<file path="src/rtl/qam_symbol_packer.sv">
// Readout stage: pops demapped symbols from the symbol FIFO, packs them MSB-first
// into bytes and hands them to the host over valid/ready, zero-padding a trailing partial byte.
module qam_symbol_packer #(
    parameter int BITS_PER_SYM = 4,
    parameter int CNT_W        = 16
) (
    input  logic             dclk,
    input  logic             reset,
    input  logic             available,
    input  logic             rdempty,
    input  logic [BITS_PER_SYM-1:0] fifo_q,
    input  logic             abort,
    input  logic             out_ready,
    output logic             read_enable,
    output logic             rdreq,
    output logic [7:0]       out_data,
    output logic             out_valid,
    output logic             done,
    output logic             busy,
    output logic [CNT_W-1:0] byte_count
);
    localparam int SPB = 8 / BITS_PER_SYM;
    localparam int SCW = (SPB > 1) ? $clog2(SPB) : 1;

    typedef enum logic [2:0] {IDLE, ARM, FETCH, LOAD, EMIT, DONE} state_t;

    state_t           state, state_n;
    logic [7:0]       sh, sh_n, sh_load, out_data_n;
    logic [SCW-1:0]   sym_cnt, sym_cnt_n;
    logic             flush, flush_n;
    logic             read_enable_n, rdreq_n, out_valid_n, done_n;
    logic [CNT_W-1:0] byte_count_n;
    logic [3:0]       pad;

    // Shifting by BITS_PER_SYM also covers the 8-bit mode, where the old contents fall out.
    assign sh_load = (sh << BITS_PER_SYM) | 8'(fifo_q);
    assign pad     = 4'(BITS_PER_SYM * (SPB - int'(sym_cnt)));

    always_comb begin
        state_n       = state;
        sh_n          = sh;
        sym_cnt_n     = sym_cnt;
        flush_n       = flush;
        out_data_n    = out_data;
        out_valid_n   = out_valid;
        byte_count_n  = byte_count;
        read_enable_n = 1'b0;
        rdreq_n       = 1'b0;

        if (abort && state != IDLE) begin
            state_n     = IDLE;
            out_valid_n = 1'b0;
            sh_n        = '0;
            sym_cnt_n   = '0;
            flush_n     = 1'b0;
        end else begin
            // rdreq is registered, so the pop is issued on entry to FETCH from the empty flag
            // seen in the preceding cycle; FETCH then only needs to check that it was issued.
            unique case (state)
                IDLE: if (available) begin
                    state_n       = ARM;
                    byte_count_n  = '0;
                    read_enable_n = 1'b1;
                end
                ARM: begin
                    state_n = FETCH;
                    rdreq_n = !rdempty;
                end
                FETCH: begin
                    if (rdreq) begin
                        state_n = LOAD;
                    end else if (!rdempty) begin
                        rdreq_n = 1'b1;
                    end else if (sym_cnt == '0) begin
                        state_n = DONE;
                    end else begin
                        out_data_n  = sh << pad;
                        out_valid_n = 1'b1;
                        flush_n     = 1'b1;
                        state_n     = EMIT;
                    end
                end
                LOAD: begin
                    sh_n = sh_load;
                    if (sym_cnt == SCW'(SPB - 1)) begin
                        out_data_n  = sh_load;
                        out_valid_n = 1'b1;
                        sym_cnt_n   = '0;
                        state_n     = EMIT;
                    end else begin
                        sym_cnt_n = sym_cnt + 1'b1;
                        state_n   = FETCH;
                        rdreq_n   = !rdempty;
                    end
                end
                EMIT: if (out_ready) begin
                    out_valid_n = 1'b0;
                    if (byte_count != '1)
                        byte_count_n = byte_count + 1'b1;
                    if (flush) begin
                        state_n = DONE;
                    end else begin
                        state_n = FETCH;
                        rdreq_n = !rdempty;
                    end
                end
                DONE: begin
                    sh_n      = '0;
                    sym_cnt_n = '0;
                    flush_n   = 1'b0;
                    state_n   = IDLE;
                end
                default: state_n = IDLE;
            endcase
        end
        done_n = (state_n == DONE);
    end

    always_ff @(posedge dclk or posedge reset) begin
        if (reset) begin
            state       <= IDLE;
            sh          <= '0;
            sym_cnt     <= '0;
            flush       <= 1'b0;
            read_enable <= 1'b0;
            rdreq       <= 1'b0;
            out_data    <= '0;
            out_valid   <= 1'b0;
            done        <= 1'b0;
            busy        <= 1'b0;
            byte_count  <= '0;
        end else begin
            state       <= state_n;
            sh          <= sh_n;
            sym_cnt     <= sym_cnt_n;
            flush       <= flush_n;
            read_enable <= read_enable_n;
            rdreq       <= rdreq_n;
            out_data    <= out_data_n;
            out_valid   <= out_valid_n;
            done        <= done_n;
            busy        <= (state_n != IDLE);
            byte_count  <= byte_count_n;
        end
    end
endmodule

</file>
<file path="config.mk">
export PLATFORM = sky130hd
export DESIGN_NAME = qam_symbol_packer
export DESIGN_NICKNAME = d
export VERILOG_FILES = /design/src/rtl/qam_symbol_packer.sv
export SDC_FILE = /design/constraint.sdc
export NUM_CORES = 1
export LEC_CHECK = 0
export CORE_MARGIN = 3
export CORE_UTILIZATION = 45
export CTS_BUF_LIST = sky130_fd_sc_hd__clkbuf_8 sky130_fd_sc_hd__clkbuf_16
export DETAILED_ROUTE_END_ITERATION = 6
export GPL_ROUTABILITY_DRIVEN = 0
export HOLD_SLACK_MARGIN = 0.1
export PLACE_DENSITY = 0.76
export SYNTH_ARGS = -nofsm -noshare
export SYNTH_HDL_FRONTEND = slang
export SYNTH_SLANG_ARGS = --single-unit
</file>
<file path="constraint.sdc">
create_clock -name dclk -period 2 [get_ports dclk]
set_input_delay 0.4 -clock dclk [delete_from_list [all_inputs] [get_ports dclk]]
set_output_delay 0.4 -clock dclk [all_outputs]
set_load 0.01 [all_outputs]
</file>
==> results of run 1 <==
-- metal layers --
metal | vias up | share of wire (%) | GRT usage (%)
met5 | - | 0 | 0
met4 | 0 | 1.4 | 6.26
met3 | 5 | 3.6 | 3.74
met2 | 50 | 49 | 34.9
met1 | 857 | 46 | 25.8
li1 | 862 | - | -
-- layout make-up --
| class | instances | area, sq um |
|---|---|---|
| Fill cell | 335 | 1390 |
| Multi-Input combinational cell | 146 | 967 |
| Sequential cell | 38 | 951 |
| Timing Repair Buffer | 64 | 576 |
| Clock buffer | 5 | 68.8 |
| Clock inverter | 3 | 68.8 |
| Tap cell | 50 | 62.6 |
| Inverter | 8 | 30.0 |
-- per-stage QoR --
stage / hold WS (ns) / TNS, ns
after floorplan: 0.469 / 0
after global placement: 0.472 / -0.410
after detailed placement: 0.477 / -1.11
after CTS: 0.500 / 0
after global routing: 0.531 / 0
final: 0.496 / 0
-- registers in the layout, summed over array words and instances (netlist names), 3 cells and up --
signal      count
byte_count     16
state           3
sh              4
out_data        8
-- power groups by stage --
stage	Clock, mW	Sequential (mW)	Combinational (mW)
2_1_floorplan	0	1.02	0.458
3_3_place_gp	0	1.02	0.789
3_5_place_dp	0	1.02	0.804
4_1_cts	0.808	1.00	0.810
5_1_grt	0.830	1.03	0.898
6_report	0.792	1.01	0.819
-- kinds of logic (layout without fill, tap and decap cells) --
| logic type | count (synthesis) | count (layout) |
|---|---|---|
| muxes | 7 | 7 |
| buffers and inverters | 17 | 80 |
| DFF | 38 | 38 |
| and+or+nand+nor | 80 | 80 |
| AOI/OAI and AO/OA | 56 | 56 |
| xor gates and xnor gates | 1 | 1 |
| adders and majority gates | 2 | 2 |
-- how the worst max path moves through the flow --
stage                                          from                         end  slack, ns
final                     byte_count[1]$_DFFE_PP0P_  byte_count[12]$_DFFE_PP0P_       0.09
after global routing             state[1]$_DFF_PP0_   byte_count[4]$_DFFE_PP0P_      0.003
after CTS                 byte_count[1]$_DFFE_PP0P_   byte_count[9]$_DFFE_PP0P_       0.03
after detailed placement                      abort   byte_count[1]$_DFFE_PP0P_      -0.19
after global placement                        abort   byte_count[1]$_DFFE_PP0P_      -0.09
after floorplan           byte_count[0]$_DFFE_PP0P_   byte_count[9]$_DFFE_PP0P_       0.12
-- cells in the final DEF (no fill, tap or decap), types with 4 or more instances in the layout --
cell type        instances
mux2_2                   6
inv_1                    8
o21ai_0                 14
clkbuf_8                 5
nand2_1                 25
nor2_1                   8
dfrtp_1                 38
nand3_1                  6
nor3b_1                  4
a2bb2oi_1                4
o211ai_1                 4
buf_4                   26
clkdlybuf4s50_1         38
a21boi_0                 5
o22a_1                   6
nor3_1                   7
a22o_1                   4
-- critical path: stages, from the launching register on --
cell	delay, ns
dfrtp_1	0.40
ha_4	0.17
nand4_2	0.14
buf_4	0.19
or2_2	0.32
or4_1	0.50
o211ai_1	0.09
==> flow_summary.toml, run 1 <==
[timing]
drv_slew = 0
min_period_over_period_pct = 95.3
hold_viol = 0
fmax_mhz = 525
period_minus_slack_ns = 1.91
timing.slew.headroom_pct = 61.4
fin_skew_ns = 0.00930
worst_pin_slew_ns = 0.578
finalSetupViolCount = 0
rsz0062_at_grt = "false"
setup_slack_ns = 0.0946

[cts]
postCtsHoldBufs = 0
clk_pin_slew_ns = 0.08
cts_tree = "built"
clock_path_buffers = 2
post_cts_resize_count = 0
cts_htree_levels = 2
cts-root-buf = "clkbuf_8"
cts_setup_buffers = 0
cts.sinks = 38
clkLatencyLatePin_ns = 0.30
numCtsBuffers = 5

[routing]
ant_nets = 0
drc = 0
vias_per_cell = 5.65
routed_wl_mm = 4.78
avgRoutedWirePerCell_um = 15.2
dr_total_vias = 1774
drt_iter0_markers = 135
firstDrtPassIters = 4

[synthesis]
ys_warn_count = 0
synth_common_cells = "dfrtp_1, nand2_1, o21ai_0, nor2_1, inv_1"
synth_simple_gate_area_share_pct = 22.1
synth_top_area_cell = "dfrtp_1"
synth_seq_cells = 38
synth_compound_area_share_pct = 20.3
mappedNetlistArea_sq_um = 1960
syn_nets = 212
ys_seq_area_share_pct = 48.5
syn_inst = 201
netlist.area_leader.share_pct = 48.5
yosys.cell_types.count = 46
synth.top_cells.by_area = "dfrtp_1, nand2_1, o21ai_0, mux2_2, o22a_1"
synthAdderAreaFrac_pct = 1.15
synth_xor_area_share_pct = 0.446
synth_most_common_cell = "dfrtp_1"
syn_area_per_cell_sq_um = 9.76
synth_mux_area_share_pct = 3.95
async_flop_share_pct = 100
ys.flop_type = "dfrtp_1"
synth_top_family_by_area = "simple AND/OR/NAND/NOR gates"
synth_edf_count = 0

[die]
core-area_sq_um = 4120
fp-row-count = 23
ios = 39
die_area_sq_um = 5190
fp.dieW_um = 72.0
die_h_um = 72.0
start_util_pct = 47.7

[final_layout]
fin_cells = 314
drive_gt1_share_pct = 19.3
area_growth_pct = 38.8
num_antenna_cells = 0
finalInstanceArea_sq_um = 2720
final_util_pct = 66.2
final_nets = 274

[global_routing]
grt_usage_pct = 20.2
grt_pass1_vias = 1775
grt_remaining_overflow = 0
grt_max_degree = 39
grt_antenna_before_repair = 0
grt_pass1_wl_mm = 8.21

[power_and_ir_drop]
p_clk_share_pct = 30.2
power.leakage_nw = 1.16
swShare_pct = 31.0
internal_power_mw = 1.81
finalPower_mw = 2.62
pwr-share-seq_pct = 38.5
combPwrFrac_pct = 31.2
power_density_nw_per_um2 = 962
power_switching_mw = 0.813
max-vdd-ir-drop_v = 0.000542

[setup_path]
start_kind = "flip-flop"
critical_path.endpoint_type = "flip-flop"
ff2ff_setup_slack_ns = 0.09
critical_path_required_ns = 2.21
critical_path_class = "flip-flop to flip-flop"
path_max_fanout = 6
r2r_end = "byte_count[12]$_DFFE_PP0P_"
rr_startpoint = "byte_count[1]$_DFFE_PP0P_"
crit_arrival_ns = 2.12
rr_worst_depth = 6

[worst_hold_path]
min_delay_path_depth = 2
hold_class = "flip-flop to flip-flop"
hold_end = "out_data[3]$_DFFE_PP0P_"
min_from = "out_data[3]$_DFFE_PP0P_"

[place]
placed_area_sq_um = 2560
numPortBuffers = 38
hpwl_mm = 3.46
dp_slack_ns = -0.188
placed_cells = 306

[outcome]
status = "finished clean"

[run]
maxCapViolCount = 0
Note: power is estimated with default switching activity, not from simulation.
==> run 2, diff against run 1 <==
--- a/config.mk
+++ b/config.mk
@@ -12,6 +12,7 @@
 export GPL_ROUTABILITY_DRIVEN = 0
 export HOLD_SLACK_MARGIN = 0.1
 export PLACE_DENSITY = 0.76
+export SLEW_MARGIN = 10
 export SYNTH_ARGS = -nofsm -noshare
 export SYNTH_HDL_FRONTEND = slang
 export SYNTH_SLANG_ARGS = --single-unit
==> results of run 2 <==
No change in the layout: final DEF, timing and power equal those of run 1.
